**src/rtl/des_key_schedule_if.sv**
```systemverilog
// Handshake bundle between the key register (master) and the DES key-schedule engine (slave).
// Carries key load, subkey stream and status signals; clk/rst stay outside the bundle.
interface des_key_schedule_if #(
    parameter int ROUND_W = 5
);
    logic               key_valid;
    logic               key_ready;
    logic [63:0]        key;
    logic               decrypt;
    logic               abort;
    logic               subkey_valid;
    logic               subkey_ready;
    logic [47:0]        subkey;
    logic [ROUND_W-1:0] round;
    logic               last;
    logic               parity_err;

    modport master (
        output key_valid, key, decrypt, abort, subkey_ready,
        input  key_ready, subkey_valid, subkey, round, last, parity_err
    );

    modport slave (
        input  key_valid, key, decrypt, abort, subkey_ready,
        output key_ready, subkey_valid, subkey, round, last, parity_err
    );
endinterface

```
**src/rtl/des_key_schedule.sv**
```systemverilog
// Sequential DES key schedule: PC-1 at key load, per-round C/D rotation, PC-2 on the registered halves.
// Streams one 48-bit subkey per handshake, in encrypt (K1..KN) or decrypt (KN..K1) order.
module des_key_schedule #(
    parameter int ROUNDS     = 16,
    parameter int ROUND_W    = 5,
    parameter bit PARITY_CHK = 1'b1
) (
    input  logic              clk,
    input  logic              rst,
    des_key_schedule_if.slave bus
);
    localparam logic [0:0] ST_IDLE = 1'b0;
    localparam logic [0:0] ST_RUN  = 1'b1;

    // Entries are DES bit numbers (1 = MSB) of the source vector.
    localparam int PC1 [56] = '{
        57, 49, 41, 33, 25, 17,  9,  1, 58, 50, 42, 34, 26, 18,
        10,  2, 59, 51, 43, 35, 27, 19, 11,  3, 60, 52, 44, 36,
        63, 55, 47, 39, 31, 23, 15,  7, 62, 54, 46, 38, 30, 22,
        14,  6, 61, 53, 45, 37, 29, 21, 13,  5, 28, 20, 12,  4
    };
    localparam int PC2 [48] = '{
        14, 17, 11, 24,  1,  5,  3, 28, 15,  6, 21, 10,
        23, 19, 12,  4, 26,  8, 16,  7, 27, 20, 13,  2,
        41, 52, 31, 37, 47, 55, 30, 40, 51, 45, 33, 48,
        44, 49, 39, 56, 34, 53, 46, 42, 50, 36, 29, 32
    };

    function automatic int cumShift(input int n);
        int s;
        s = 0;
        for (int i = 1; i <= n; i++) begin
            s += (i == 1 || i == 2 || i == 9 || i == 16) ? 1 : 2;
        end
        return s % 28;
    endfunction

    localparam int S_TOTAL = cumShift(ROUNDS);

    function automatic logic isDouble(input logic [ROUND_W-1:0] r);
        int ri;
        ri = int'(r);
        return !(ri == 1 || ri == 2 || ri == 9 || ri == 16);
    endfunction

    function automatic logic [27:0] rotL(input logic [27:0] x, input logic two);
        return two ? {x[25:0], x[27:26]} : {x[26:0], x[27]};
    endfunction

    function automatic logic [27:0] rotR(input logic [27:0] x, input logic two);
        return two ? {x[1:0], x[27:2]} : {x[0], x[27:1]};
    endfunction

    function automatic logic [27:0] rotLTotal(input logic [27:0] x);
        logic [55:0] dup;
        dup = {x, x} << S_TOTAL;
        return dup[55:28];
    endfunction

    logic [0:0]         r_state;
    logic [27:0]        r_c;
    logic [27:0]        r_d;
    logic [ROUND_W-1:0] r_round;
    logic               r_decrypt;
    logic               r_parityErr;

    logic [55:0]        w_pc1;
    logic [27:0]        w_c0;
    logic [27:0]        w_d0;
    logic [55:0]        w_cd;
    logic [47:0]        w_subkey;
    logic [ROUND_W-1:0] w_roundInc;
    logic               w_last;
    logic               w_xfer;
    logic               w_parityErr;

    for (genvar i = 0; i < 56; i++) begin : g_pc1
        assign w_pc1[55 - i] = bus.key[64 - PC1[i]];
    end

    for (genvar i = 0; i < 48; i++) begin : g_pc2
        assign w_subkey[47 - i] = w_cd[56 - PC2[i]];
    end

    assign w_c0       = w_pc1[55:28];
    assign w_d0       = w_pc1[27:0];
    assign w_cd       = {r_c, r_d};
    assign w_roundInc = r_round + ROUND_W'(1);
    assign w_last     = r_decrypt ? (r_round == ROUND_W'(1)) : (r_round == ROUND_W'(ROUNDS));
    assign w_xfer     = (r_state == ST_RUN) && bus.subkey_ready;

    // A byte with an even number of ones violates DES odd parity.
    always_comb begin
        w_parityErr = 1'b0;
        for (int b = 0; b < 8; b++) begin
            if (~^bus.key[8*b +: 8]) begin
                w_parityErr = 1'b1;
            end
        end
        if (!PARITY_CHK) begin
            w_parityErr = 1'b0;
        end
    end

    always_ff @(posedge clk or posedge rst) begin
        if (rst) begin
            r_state     <= ST_IDLE;
            r_c         <= '0;
            r_d         <= '0;
            r_round     <= '0;
            r_decrypt   <= 1'b0;
            r_parityErr <= 1'b0;
        end else if (r_state == ST_IDLE) begin
            if (!bus.abort && bus.key_valid) begin
                r_state     <= ST_RUN;
                r_decrypt   <= bus.decrypt;
                r_parityErr <= w_parityErr;
                if (bus.decrypt) begin
                    r_c     <= rotLTotal(w_c0);
                    r_d     <= rotLTotal(w_d0);
                    r_round <= ROUND_W'(ROUNDS);
                end else begin
                    r_c     <= rotL(w_c0, 1'b0);
                    r_d     <= rotL(w_d0, 1'b0);
                    r_round <= ROUND_W'(1);
                end
            end
        end else if (bus.abort) begin
            r_state <= ST_IDLE;
        end else if (w_xfer) begin
            // Decrypt undoes the current round's shift; encrypt applies the next round's.
            if (w_last) begin
                r_state <= ST_IDLE;
            end else if (r_decrypt) begin
                r_c     <= rotR(r_c, isDouble(r_round));
                r_d     <= rotR(r_d, isDouble(r_round));
                r_round <= r_round - ROUND_W'(1);
            end else begin
                r_c     <= rotL(r_c, isDouble(w_roundInc));
                r_d     <= rotL(r_d, isDouble(w_roundInc));
                r_round <= w_roundInc;
            end
        end
    end

    assign bus.key_ready    = (r_state == ST_IDLE);
    assign bus.subkey_valid = (r_state == ST_RUN);
    assign bus.subkey       = w_subkey;
    assign bus.round        = r_round;
    assign bus.last         = (r_state == ST_RUN) && w_last;
    assign bus.parity_err   = r_parityErr;
endmodule

```
**src/flat_wrapper.sv**
```systemverilog
// flat-port wrapper written by rule: the top's interface ports become plain ports
module des_key_schedule_flat 
#(
    parameter int ROUNDS     = 16,
    parameter int ROUND_W    = 5,
    parameter bit PARITY_CHK = 1'b1
)
  (clk, rst, bus_key_valid, bus_key, bus_decrypt, bus_abort, bus_subkey_ready, bus_key_ready, bus_subkey_valid, bus_subkey, bus_round, bus_last, bus_parity_err);
  des_key_schedule_if #(.ROUND_W(ROUND_W)) bus_i ();
  input  logic clk;
  input  logic rst;
  input wire logic [$bits(bus_i.key_valid)-1:0] bus_key_valid;
  input wire logic [$bits(bus_i.key)-1:0] bus_key;
  input wire logic [$bits(bus_i.decrypt)-1:0] bus_decrypt;
  input wire logic [$bits(bus_i.abort)-1:0] bus_abort;
  input wire logic [$bits(bus_i.subkey_ready)-1:0] bus_subkey_ready;
  output wire logic [$bits(bus_i.key_ready)-1:0] bus_key_ready;
  output wire logic [$bits(bus_i.subkey_valid)-1:0] bus_subkey_valid;
  output wire logic [$bits(bus_i.subkey)-1:0] bus_subkey;
  output wire logic [$bits(bus_i.round)-1:0] bus_round;
  output wire logic [$bits(bus_i.last)-1:0] bus_last;
  output wire logic [$bits(bus_i.parity_err)-1:0] bus_parity_err;
  assign bus_i.key_valid = bus_key_valid;
  assign bus_i.key = bus_key;
  assign bus_i.decrypt = bus_decrypt;
  assign bus_i.abort = bus_abort;
  assign bus_i.subkey_ready = bus_subkey_ready;
  assign bus_key_ready = bus_i.key_ready;
  assign bus_subkey_valid = bus_i.subkey_valid;
  assign bus_subkey = bus_i.subkey;
  assign bus_round = bus_i.round;
  assign bus_last = bus_i.last;
  assign bus_parity_err = bus_i.parity_err;
  des_key_schedule #(.ROUNDS(ROUNDS), .ROUND_W(ROUND_W), .PARITY_CHK(PARITY_CHK)) u_core (.clk(clk), .rst(rst), .bus(bus_i));
endmodule
```
**config.mk**
```make
export PLATFORM = sky130hd
export DESIGN_NAME = des_key_schedule_flat
export DESIGN_NICKNAME = d
export VERILOG_FILES = /design/src/rtl/des_key_schedule_if.sv /design/src/rtl/des_key_schedule.sv /design/src/flat_wrapper.sv
export SDC_FILE = /design/constraint.sdc
export NUM_CORES = 1
export LEC_CHECK = 0
export CORE_MARGIN = 1.5
export CORE_UTILIZATION = 25
export DETAILED_ROUTE_END_ITERATION = 12
export PLACE_DENSITY_LB_ADDON = 0.12
export SYNTH_ARGS = -nofsm -noshare
export SYNTH_HDL_FRONTEND = slang
export SYNTH_SLANG_ARGS = --single-unit
```
**constraint.sdc**
```tcl
create_clock -name clk -period 3 [get_ports clk]
set_input_delay 0.6 -clock clk [delete_from_list [all_inputs] [get_ports clk]]
set_output_delay 0.6 -clock clk [all_outputs]
set_load 0.1 [all_outputs]
```
; Yosys cells after proc, flatten, opt, wreduce, memory -nomap -nowiden
; Index checks and enable logic that the tools add are counted.
[op_classes]
reduce_logical = 21
mux = 39
eq_ne = 13
addsub = 2
bitwise = 1
[op_table]
columns = operator, n
row1 = $mux 28, 18
row2 = $reduce_xnor 8->1, 8
row3 = $mux 5, 7
row4 = $eq 5x5->1 const B, 5
row5 = $mux 1, 14
row6 = $eq 5x2->1 const B, 2
row7 = $eq 5x3->1 const B, 2
row8 = $logic_or 1x1->1, 6
row9 = $ne 2x2->1 const B, 3
row10 = $add 5x1->5 const B, 1
row11 = $eq 5x1->1 const B, 1
row12 = $sub 5x1->5 const B, 1
row13 = $reduce_and 4->1, 1
row14 = $logic_and 1x1->1, 3
row15 = $reduce_and 2->1, 1
row16 = $reduce_bool 2->1, 1
row17 = $logic_not 1->1, 1
row18 = $not 1->1, 1
[word_totals]
register_bits = 64

; Depth between registers and ports, before layout
[logic_depth]
ltp_word = 11
depth_mapped = 10
ltp_nobuf = 8

; Worst setup path after synthesis
; OpenSTA, ideal clock, no wires.
[synth_timing]
kind = reg-to-output
start = reg u_core.r_round[0] (netlist: u_core.bus.round[0])
end = out bus_last
stages_incl_launch_ff = 5
path_slack_ns = -0.071
required_time_ns = 2.400
arrival_time_ns = 2.471
path_cell_list = dfrtp_1 -> ha_1 -> nand3b_1 -> a211oi_1 -> and2_1
[synth_via]
elab_chain_len = 3
elab_cells_between_ends = 4
[synth_lines]
columns = item, line
row1 = from (decl), des_key_schedule.sv:63  ; logic [ROUND_W-1:0] r_round;
row2 = from (signal assigned), des_key_schedule.sv:121  ; r_round <= ROUND_W'(ROUNDS);
row3 = from (signal assigned), des_key_schedule.sv:137  ; r_round <= r_round - ROUND_W'(1);
row4 = from (signal assigned), des_key_schedule.sv:141  ; r_round <= w_roundInc;
row5 = $eq 5x5->1 / $eq 5x1->1 (equally long branches), des_key_schedule.sv:89  ; assign w_last = r_decrypt ? (r_round == ROUND_W'(1)) : (r_round == ROUND_W'(ROUNDS));
row6 = $mux 1 (*), des_key_schedule.sv:89
row7 = $logic_and 1x1->1 (*), des_key_schedule.sv:150  ; assign bus.last = (r_state == ST_RUN) && w_last;
row8 = to (decl), flat_wrapper.sv:21  ; output wire logic [$bits(bus_i.last)-1:0] bus_last;
; Every way passes the cells marked *; elsewhere a longest branch is shown, timed or not.

; Worst setup path in the final report
; Ends and elaborated chain as after synthesis.

==> flow_metrics.env <==
export IMPL_place_hpwl_um=14900
export IMPL_cts_root_buf="clkbuf_16"
export IMPL_cts_buffers=9
export IMPL_cts_buffer_depth=2
export IMPL_synth_cell_types=46
export IMPL_dp_cells=995
export IMPL_cts_max_level=3
export IMPL_rr_worst_depth=9
export IMPL_fp_dieH_um=161
export IMPL_die_w_um=161
export IMPL_finish_instance_area_sq_um=7570
export IMPL_crit_path_max_fanout=8
export IMPL_rsz0062_at_grt="no"
export IMPL_area_delta_synth_final_pct=21.7
export IMPL_core_area_sq_um=24400
export IMPL_yosys_top_cells_area="dfrtp_1, mux2_2, a221oi_2"
export IMPL_grt_pass1_vias=5773
export IMPL_drt_iter0_drc=458
export IMPL_yosysSeqAreaShare_pct=25.7
export IMPL_start_kind="register"
export IMPL_postSynthCellCount=650
export IMPL_tns_ns=0
export IMPL_route_detailed_drc=0
export IMPL_synth_top_area_share_pct=25.7
export IMPL_synth_edf_count=0
export IMPL_final_core_util_pct=31.1
export IMPL_worstPathRequired_ns=2.40
export IMPL_slew_viol_final=0
export IMPL_routabilityCongestion=0.761
export IMPL_ys_warn_count=0
export IMPL_grt_first_pass_wirelength_um=36000
export IMPL_io_pins=127
export IMPL_hold_depth=2
export IMPL_clock_skew_ns=0.00881
export IMPL_first_pass_iters=5
export IMPL_outcome="complete, no violations"
export IMPL_period_minus_slack_ns=2.70
export IMPL_io_buffer_count=126
export IMPL_syn_nets=726
export IMPL_ys_ff_latch=64
export IMPL_antenna_found_initial=1
export IMPL_fillers=2565
export IMPL_cts_tree="done"
export IMPL_vias_per_cell=5.67
export IMPL_synth_largest_area_cell="dfrtp_1"
export IMPL_start_util_pct=25.5
export IMPL_rows=57
export IMPL_layout_nets=758
export IMPL_layout_commonest_cell="clkdlybuf4s50_1"
export IMPL_fmax_mhz=370
export IMPL_synthFlopType="dfrtp_1"
export IMPL_grt_overflow=0
export IMPL_arrival_ns=2.10
export IMPL_netlist_area_sq_um=6220
export IMPL_clkSinkCount=64
export IMPL_setup_worst_path_class="reg2out"
export IMPL_fin_crit_sh_pct=90.1
export IMPL_clk_pin_slew_ns=0.05
export IMPL_worstHoldPathType="reg2reg"
export IMPL_synth_async_reset_ratio_pct=100
export IMPL_hold_buffers=0
export IMPL_placed_area_sq_um=7230
export IMPL_mostFrequentLayoutCells="clkdlybuf4s50_1, buf_4, dfrtp_1, mux2_2, a22oi_1"
export IMPL_wl_per_cell_um=22.8
export IMPL_vias=5735
export IMPL_grt_max_degree=64
export IMPL_hold_viol_final=0
export IMPL_critPathCaptureType="output pin"
export IMPL_setup_viol=0
export IMPL_clock_latency_ns=0.34
export IMPL_ant_nets=0
export IMPL_syn_area_per_cell_sq_um=9.57
export IMPL_grt_usage_pct=17.8
export IMPL_route_final_wire_length_um=23000
export IMPL_stdcell_count=1012
export IMPL_die_area_sq_um=25800
export IMPL_worst_pin_slew_ns=1.04
export IMPL_drive_gt1_share_pct=28.5
export IMPL_max_slew_margin_rel_pct=30.4
export IMPL_drv_cap=0
==> layer usage <==
layer | GRT usage, % | wire (um) | up-vias
li1 | - | - | 2606
met1 | 23.8 | 10200 | 2897
met2 | 28.5 | 11100 | 212
met3 | 4.29 | 1390 | 20
met4 | 4.97 | 428 | 0
met5 | 0 | 0 | -
==> state kept, by name (all words and copies together) (netlist names) <==
| register | flops |
|---|---|
| u_core.bus.subkey_valid | 1 |
| u_core.r_d | 28 |
| u_core.bus.parity_err | 1 |
| u_core.r_decrypt | 1 |
| u_core.bus.round | 5 |
| u_core.r_c | 28 |
==> worst paths after layout <==
path | end | from | slack (ns)
max | bus_last | u_core.bus.round[0] | 0.30
max reg2reg | u_core.r_d[18] | u_core.bus.round[0] | 0.34
min in group asynchronous | u_core.r_c[7] | rst | 0.70
min reg2reg | u_core.bus.parity_err | u_core.bus.parity_err | 0.60
min | u_core.bus.parity_err | u_core.bus.parity_err | 0.60
max in group asynchronous | u_core.r_decrypt | rst | 1.89
==> metrics by stage <==
step	hold WS, ns	setup slack [ns]
final	0.605	0.297
after global routing	0.626	0.149
after CTS	0.609	0.172
after floorplan	0.544	0.103
after global placement	0.595	0.349
after detailed placement	0.599	0.177
==> Yosys cell counts, types with 2 or more instances <==
| cell | count |
|---|---|
| and2_1 | 2 |
| a221oi_1 | 16 |
| nor4_1 | 2 |
| o221ai_1 | 56 |
| a21oi_1 | 4 |
| nand2_1 | 6 |
| mux2_2 | 57 |
| nand3b_1 | 3 |
| o21ai_0 | 22 |
| buf_6 | 10 |
| dfrtp_1 | 64 |
| buf_2 | 10 |
| o31ai_1 | 2 |
| xnor2_1 | 55 |
| a21o_1 | 2 |
| ha_1 | 6 |
| mux2i_1 | 3 |
| buf_4 | 51 |
| a22oi_1 | 57 |
| xor2_1 | 2 |
| buf_1 | 5 |
| inv_1 | 6 |
| and3_1 | 56 |
| o21ai_1 | 40 |
| nor2_1 | 9 |
| a221oi_2 | 40 |
| clkbuf_1 | 44 |
| nand3_1 | 2 |
==> what timing repair did <==
item / in CTS / in global routing
endpoints found under the setup margin: 0 / 1
gates resized for setup: 0 / 1
hold endpoints to repair: 0 / 0
setup buffers: 0 / 0
==> logic make-up after synthesis <==
kind of cell,Yosys count,share of synthesized area [%]
flops,64,25.7
xor+xnor,57,8.02
mux,60,10.8
fa+ha+maj,6,1.21
buf+inv,126,12.1
compound gates,250,33.9
simple gates,87,8.22
==> critical path: stages (launching register included) <==
cell and delay (ns):
dfrtp_1 0.46, inv_1 0.16, ha_1 0.23, nand3b_1 0.10
a211oi_1 0.40, and2_2 0.24, buf_12 0.17
==> area by class of cell <==
cell class	instances	area (sq um)	area share (%)
clock inverter	2	60.1	0.793
sequential	64	1600	21.2
antenna	1	2.50	0.0330
clock buffer	14	274	3.62
timing repair buffer	141	1290	17.1
multi-input combinational	460	3920	51.7
tap	324	405	5.35
inverter	6	22.5	0.297
Power is not shown: default switching activity piles up to over one toggle a cycle in this logic, so the estimate is an artifact.
